[src/rtl/lsu_pkg.sv]
// Shared encodings for the load/store unit: funct3 codes, FSM states and
// request legality decode.
package lsu_pkg;

  localparam logic [2:0] F3_B  = 3'b000;
  localparam logic [2:0] F3_H  = 3'b001;
  localparam logic [2:0] F3_W  = 3'b010;
  localparam logic [2:0] F3_BU = 3'b100;
  localparam logic [2:0] F3_HU = 3'b101;

  typedef enum logic [2:0] {
    IDLE = 3'd0,
    RD   = 3'd1,
    RDW  = 3'd2,
    WR   = 3'd3,
    RESP = 3'd4
  } lsu_state_e;

  // Stores only have signed-less B/H/W; loads add the unsigned variants.
  function automatic logic f3_illegal(input logic is_store, input logic [2:0] f3);
    if (is_store) return !(f3 == F3_B || f3 == F3_H || f3 == F3_W);
    return !(f3 == F3_B || f3 == F3_H || f3 == F3_W || f3 == F3_BU || f3 == F3_HU);
  endfunction

  // f3[1:0] carries the access size for every legal code.
  function automatic logic misaligned(input logic [2:0] f3, input logic [1:0] lo);
    case (f3[1:0])
      2'b01:   return lo[0];
      2'b10:   return lo != 2'b00;
      default: return 1'b0;
    endcase
  endfunction

endpackage

[src/rtl/lsu_if.sv]
// Core request/response handshake plus the word-wide dataMemory bus.
interface lsu_if #(
  parameter int ADDR_BITS = 5,
  parameter int XLEN      = 32
);
  logic                 reqValid;
  logic                 reqReady;
  logic                 reqIsStore;
  logic [2:0]           reqFunct3;
  logic [XLEN-1:0]      reqAddr;
  logic [XLEN-1:0]      reqStoreData;
  logic                 done;
  logic                 err;
  logic [XLEN-1:0]      loadData;
  logic                 memRead;
  logic                 memWrite;
  logic [ADDR_BITS-1:0] memAddress;
  logic [XLEN-1:0]      memWriteData;
  logic [XLEN-1:0]      memReadData;

  modport master (
    output reqValid, reqIsStore, reqFunct3, reqAddr, reqStoreData, memReadData,
    input  reqReady, done, err, loadData, memRead, memWrite, memAddress, memWriteData
  );

  modport slave (
    input  reqValid, reqIsStore, reqFunct3, reqAddr, reqStoreData, memReadData,
    output reqReady, done, err, loadData, memRead, memWrite, memAddress, memWriteData
  );
endinterface

[src/rtl/lsu_align.sv]
// Byte-lane steering: extends the addressed lane of a read word for loads and
// splices store bytes into it for sub-word read-modify-write.
module lsu_align
  import lsu_pkg::*;
(
  input  logic [31:0] i_word,
  input  logic [1:0]  i_lo,
  input  logic [2:0]  i_funct3,
  input  logic [31:0] i_sdata,
  output logic [31:0] o_load,
  output logic [31:0] o_merge
);
  logic [31:0] w_shift;
  logic [7:0]  w_byte;
  logic [15:0] w_half;

  assign w_shift = i_word >> {i_lo, 3'b000};
  assign w_byte  = w_shift[7:0];
  assign w_half  = i_lo[1] ? i_word[31:16] : i_word[15:0];

  always_comb begin
    o_load = i_word;
    case (i_funct3)
      F3_B:    o_load = {{24{w_byte[7]}}, w_byte};
      F3_H:    o_load = {{16{w_half[15]}}, w_half};
      F3_BU:   o_load = {24'd0, w_byte};
      F3_HU:   o_load = {16'd0, w_half};
      default: o_load = i_word;
    endcase
  end

  always_comb begin
    o_merge = i_word;
    if (i_funct3 == F3_B)
      o_merge[{i_lo, 3'b000} +: 8] = i_sdata[7:0];
    else if (i_funct3 == F3_H)
      o_merge[{i_lo[1], 4'b0000} +: 16] = i_sdata[15:0];
  end
endmodule

[src/rtl/load_store_unit.sv]
// Load/store unit: one core request becomes dataMemory read, write or
// read-modify-write cycles, finishing with a one-cycle done pulse.
module load_store_unit
  import lsu_pkg::*;
#(
  parameter int ADDR_BITS = 5,
  parameter int XLEN      = 32
) (
  input  logic clk,
  input  logic reset,
  lsu_if.slave bus
);
  lsu_state_e           r_state;
  logic                 r_store;
  logic [2:0]           r_f3;
  logic [1:0]           r_lo;
  logic [XLEN-1:0]      r_sdata;
  logic                 r_err;
  logic [XLEN-1:0]      r_load;
  logic [ADDR_BITS-1:0] r_maddr;
  logic [XLEN-1:0]      r_wdata;   // doubles as the RMW merge register

  logic [XLEN-1:0]      w_load;
  logic [XLEN-1:0]      w_merge;
  logic                 w_bad;
  logic                 w_unused;

  assign w_bad    = f3_illegal(bus.reqIsStore, bus.reqFunct3) ||
                    misaligned(bus.reqFunct3, bus.reqAddr[1:0]);
  assign w_unused = ^bus.reqAddr[XLEN-1:ADDR_BITS+2];

  lsu_align u_align (
    .i_word   (bus.memReadData),
    .i_lo     (r_lo),
    .i_funct3 (r_f3),
    .i_sdata  (r_sdata),
    .o_load   (w_load),
    .o_merge  (w_merge)
  );

  always_ff @(posedge clk or negedge reset) begin
    if (!reset) begin
      r_state <= IDLE;
      r_store <= 1'b0;
      r_f3    <= 3'd0;
      r_lo    <= 2'd0;
      r_sdata <= '0;
      r_err   <= 1'b0;
      r_load  <= '0;
      r_maddr <= '0;
      r_wdata <= '0;
    end else begin
      case (r_state)
        IDLE: if (bus.reqValid) begin
          r_store <= bus.reqIsStore;
          r_f3    <= bus.reqFunct3;
          r_lo    <= bus.reqAddr[1:0];
          r_sdata <= bus.reqStoreData;
          r_maddr <= bus.reqAddr[ADDR_BITS+1:2];
          r_err   <= w_bad;
          if (w_bad) begin
            r_state <= RESP;
          end else if (bus.reqIsStore && bus.reqFunct3 == F3_W) begin
            r_wdata <= bus.reqStoreData;
            r_state <= WR;
          end else begin
            r_state <= RD;
          end
        end
        RD:  r_state <= RDW;
        RDW: begin
          if (r_store) begin
            r_wdata <= w_merge;
            r_state <= WR;
          end else begin
            r_load  <= w_load;
            r_state <= RESP;
          end
        end
        WR:      r_state <= RESP;
        RESP:    r_state <= IDLE;
        default: r_state <= IDLE;
      endcase
    end
  end

  // Strobes are state decodes so an async reset removes them immediately.
  assign bus.reqReady     = (r_state == IDLE);
  assign bus.memRead      = (r_state == RD);
  assign bus.memWrite     = (r_state == WR);
  assign bus.done         = (r_state == RESP);
  assign bus.err          = (r_state == RESP) && r_err;
  assign bus.loadData     = r_load;
  assign bus.memAddress   = r_maddr;
  assign bus.memWriteData = r_wdata;
endmodule

[src/flat_wrapper.sv]
// flat-port wrapper written by rule: the top's interface ports become plain ports
module load_store_unit_flat import lsu_pkg::*;
#(
  parameter int ADDR_BITS = 5,
  parameter int XLEN      = 32
)
  (clk, reset, bus_reqValid, bus_reqIsStore, bus_reqFunct3, bus_reqAddr, bus_reqStoreData, bus_memReadData, bus_reqReady, bus_done, bus_err, bus_loadData, bus_memRead, bus_memWrite, bus_memAddress, bus_memWriteData);
  lsu_if #(.ADDR_BITS(ADDR_BITS), .XLEN(XLEN)) bus_i ();
  input  logic clk;
  input  logic reset;
  input wire logic [$bits(bus_i.reqValid)-1:0] bus_reqValid;
  input wire logic [$bits(bus_i.reqIsStore)-1:0] bus_reqIsStore;
  input wire logic [$bits(bus_i.reqFunct3)-1:0] bus_reqFunct3;
  input wire logic [$bits(bus_i.reqAddr)-1:0] bus_reqAddr;
  input wire logic [$bits(bus_i.reqStoreData)-1:0] bus_reqStoreData;
  input wire logic [$bits(bus_i.memReadData)-1:0] bus_memReadData;
  output wire logic [$bits(bus_i.reqReady)-1:0] bus_reqReady;
  output wire logic [$bits(bus_i.done)-1:0] bus_done;
  output wire logic [$bits(bus_i.err)-1:0] bus_err;
  output wire logic [$bits(bus_i.loadData)-1:0] bus_loadData;
  output wire logic [$bits(bus_i.memRead)-1:0] bus_memRead;
  output wire logic [$bits(bus_i.memWrite)-1:0] bus_memWrite;
  output wire logic [$bits(bus_i.memAddress)-1:0] bus_memAddress;
  output wire logic [$bits(bus_i.memWriteData)-1:0] bus_memWriteData;
  assign bus_i.reqValid = bus_reqValid;
  assign bus_i.reqIsStore = bus_reqIsStore;
  assign bus_i.reqFunct3 = bus_reqFunct3;
  assign bus_i.reqAddr = bus_reqAddr;
  assign bus_i.reqStoreData = bus_reqStoreData;
  assign bus_i.memReadData = bus_memReadData;
  assign bus_reqReady = bus_i.reqReady;
  assign bus_done = bus_i.done;
  assign bus_err = bus_i.err;
  assign bus_loadData = bus_i.loadData;
  assign bus_memRead = bus_i.memRead;
  assign bus_memWrite = bus_i.memWrite;
  assign bus_memAddress = bus_i.memAddress;
  assign bus_memWriteData = bus_i.memWriteData;
  load_store_unit #(.ADDR_BITS(ADDR_BITS), .XLEN(XLEN)) u_core (.clk(clk), .reset(reset), .bus(bus_i));
endmodule
[config.mk]
export PLATFORM = sky130hd
export DESIGN_NAME = load_store_unit_flat
export DESIGN_NICKNAME = d
export VERILOG_FILES = /design/src/rtl/lsu_pkg.sv /design/src/rtl/lsu_if.sv /design/src/rtl/lsu_align.sv /design/src/rtl/load_store_unit.sv /design/src/flat_wrapper.sv
export SDC_FILE = /design/constraint.sdc
export NUM_CORES = 1
export LEC_CHECK = 0
export ABC_CLOCK_PERIOD_IN_PS = 3000
export BUFFER_PORTS_ARGS = -buffer_cell sky130_fd_sc_hd__clkbuf_2
export CAP_MARGIN = 25
export CORE_MARGIN = 2
export CORE_UTILIZATION = 45
export DETAILED_ROUTE_END_ITERATION = 7
export PLACE_DENSITY = 0.71
export SYNTH_ARGS = -nofsm -noshare
export SYNTH_HDL_FRONTEND = slang
export SYNTH_SLANG_ARGS = --single-unit
[constraint.sdc]
create_clock -name clk -period 3 [get_ports clk]
set_input_delay 0.15 -clock clk [delete_from_list [all_inputs] [get_ports clk]]
set_output_delay 0.15 -clock clk [all_outputs]
set_load 0.05 [all_outputs]
==> flow_summary.json <==
{
  "outcome": "finished, final reports clean",
  "grt_usage_pct": 26.15,
  "diodes": 0,
  "ios": 177,
  "hold_path_end": "u_core.bus.memAddress[4]$_DFFE_PN0P_",
  "clock_latency_ps": 350,
  "tritoncts": "yes",
  "synth_top_area_share_pct": 39.40,
  "dr_total_vias": 5784,
  "core_sq_um": 13190,
  "clock.fmax_mhz": 385.9,
  "cts_sinks": 95,
  "grt_pass1_wl_um": 29500,
  "critical_path_class": "register to register",
  "dr.pass1.iters": 5,
  "numCtsBuffers": 9,
  "routabilityCongestion": 0.8980,
  "viasPerCell": 6.044,
  "multi_input_area_sq_um": 3124,
  "drive_above_1_share_pct": 28.68,
  "synth_edf_count": 0,
  "clk_pin_slew_ps": 70,
  "rsz0062_at_grt": "false",
  "post-cts-setup-buffers": 0,
  "dp_slack_ps": 475.3,
  "yosys-top-cells-area": "dfrtp_1, mux2i_1, a2111oi_1, a21oi_1, a221oi_1",
  "critPathTopFamily": "compound AO/OA/AOI/OAI gates",
  "drc_errors": 0,
  "ys.flop_type": "dfrtp_1",
  "synth-seq-cells": 95,
  "htree_levels": 3,
  "cts_root_buf": "clkbuf_16",
  "syn_inst": 658,
  "die_y_um": 119.8,
  "syn_nets": 769,
  "first_iter_violations": 511,
  "die_w_um": 119.8,
  "regArea_sq_um": 2379,
  "area_growth_pct": 18.73,
  "dpl_cell_area_sq_um": 6825,
  "reg2reg_depth": 8,
  "most-common-layout-cells": "clkbuf_2, dfrtp_1, nand2_1",
  "setup_viol": 0,
  "syn_area_sq_um": 6033,
  "crit_path_top_delay_cell": "a2111oi_1",
  "finClkSkew_ps": 7.516,
  "die-area_sq_um": 14350,
  "crit_fanout": 9,
  "fin_area_sq_um": 7163,
  "drtAntennaViolNets": 0,
  "fin_crit_ps": 2591,
  "min_path_type": "primary input to register",
  "min_path_cells": 2,
  "start_util_pct": 45.74,
  "routed_wl_um": 18670,
  "synth_seq_area_share_pct": 39.40,
  "yosysUniqueCellTypes": 52,
  "r2r_end": "u_core.bus.memWriteData[16]$_DFFE_PN0P_",
  "worst_slew_pin_slew_ps": 708.9,
  "hold_viol": 0,
  "avgRoutedWirePerCell_um": 19.50,
  "p_leak_uw": 0.003214,
  "fp-row-count": 42,
  "slew_viol_final": 0,
  "cts_hold_buf": 1,
  "tns_ps": 0,
  "hold_start": "bus_reqAddr[6]",
  "syn_avg_cell_area_sq_um": 9.169,
  "overflow": 0,
  "timing.final.crit_share_pct": 86.38,
  "cap_violations": 0,
  "fin_ws_ps": 408.5,
  "synthArstFlopShare_pct": 100.0,
  "path_cells": "inv_1 -> ha_1 -> nor4bb_1 -> buf_4 -> a221oi_1 -> a2111oi_1 -> a21oi_1 -> mux2i_1",
  "end_kind": "register",
  "portBuffers": 151,
  "r2r_setup_slack_ps": 410,
  "reg2reg_from": "u_core.r_lo[0]$_DFFE_PN0P_",
  "cts_buffer_depth": 2,
  "ys_warn_count": 0,
  "cpPeakStageDelay_ps": 600,
  "relSlewSlack_pct": 52.74,
  "worstPathRequired_ps": 3270,
  "grt_pass1_vias": 5539,
  "antenna_found_initial": 0,
  "post_cts_resize_count": 0,
  "power.density_nw_per_um2": 1236,
  "grt_max_degree": 65,
  "mostFrequentLayoutCell": "clkbuf_2",
  "dp_hpwl_um": 13550,
  "final_nets": 888,
  "crit_arrival_ps": 2860,
  "yosys.area.top_type": "dfrtp_1",
  "path_buf_inv": 2,
  "worst_setup_path_start_kind": "register",
  "fillCellCount": 1213,
  "irDropWorstVdd_uv": 623.6
}
==> worst max-delay path by stage <==
stage / startpoint / to / slack, ps / cells after the start
after floorplan: u_core.r_state[0]$_DFFE_PN0P_ / u_core.bus.memAddress[1]$_DFFE_PN0P_ / 380 / 6
after CTS: u_core.r_lo[0]$_DFFE_PN0P_ / u_core.bus.memWriteData[16]$_DFFE_PN0P_ / 450 / 8
after detailed placement: u_core.r_lo[0]$_DFFE_PN0P_ / u_core.bus.memWriteData[17]$_DFFE_PN0P_ / 480 / 8
final: u_core.r_lo[0]$_DFFE_PN0P_ / u_core.bus.memWriteData[16]$_DFFE_PN0P_ / 410 / 8
after global placement: u_core.r_lo[0]$_DFFE_PN0P_ / u_core.bus.memWriteData[17]$_DFFE_PN0P_ / 620 / 8
after global routing: u_core.r_lo[0]$_DFFE_PN0P_ / u_core.bus.memWriteData[20]$_DFFE_PN0P_ / 260 / 8
==> per-layer routing <==
metal | share of wire, % | track usage [%] | up-vias | routed length (um)
li1 | - | - | 2679 | -
met1 | 43 | 36.44 | 2791 | 8082
met2 | 46 | 40.32 | 279 | 8634
met3 | 8.1 | 5.181 | 35 | 1519
met4 | 2.3 | 9.853 | 0 | 429
met5 | 0 | 0 | - | 0
==> where the power goes <==
group          internal [uW]  total, uW  switching [uW]
Clock                    809       1300             489
Combinational           1470       5070            3600
Sequential              1900       2490             585
Total                   4180       8860            4680
==> cell families (layout without fill, tap and decap cells) <==
group / after synthesis / after routing / synth area share [%]
AOI/OAI and AO/OA: 218 / 218 / 25.96
buffers and inverters: 108 / 231 / 8.917
and+or+nand+nor: 171 / 171 / 13.73
DFF: 95 / 95 / 39.40
adders and majority gates: 8 / 8 / 1.659
muxes: 58 / 58 / 10.33
==> layout make-up <==
type | count | share of cell area [%]
multi-input combinational | 455 | 43.62
clock buffer | 11 | 3.249
sequential | 95 | 33.21
clock inverter | 4 | 1.328
timing repair buffer | 173 | 13.28
inverter | 43 | 2.253
tap | 176 | 3.074
==> state kept, by name (all words and copies together) (netlist names) <==
register and flops:
u_core.r_err 1, u_core.r_store 1, u_core.r_f3 3, u_core.r_sdata 16, u_core.bus.memWriteData 32, u_core.bus.loadData 32, u_core.bus.memAddress 5, u_core.r_state 3
u_core.r_lo 2
==> per-stage QoR <==
stage	power, uW	utilization, %	hold WS [ps]	instances
2_1_floorplan	6342	-	-145.6	658
3_3_place_gp	7411	51.75	241.4	941
3_5_place_dp	7537	51.75	251.7	941
4_1_cts	8852	54.31	20.63	957
5_1_grt	9365	54.31	26.55	957
6_report	8857	54.31	27.29	957
==> cells in the mapped netlist, types with 2 or more instances <==
cell / n
or4_1: 16
clkbuf_1: 17
nor2_1: 56
o21bai_1: 9
nor2b_1: 2
buf_4: 11
and2_1: 2
buf_1: 4
a221oi_1: 32
dfrtp_1: 95
a221o_1: 7
a2111oi_1: 30
o211ai_1: 16
a2111oi_0: 2
mux2i_1: 33
mux2_2: 24
buf_6: 8
nor3_1: 10
buf_2: 22
o22ai_1: 8
ha_1: 8
o31a_1: 16
o21ai_0: 31
nor4bb_1: 3
nor3_2: 2
nand2_1: 67
inv_1: 42
clkbuf_2: 3
a21oi_1: 59
Note: power is estimated with default switching activity, not from simulation.
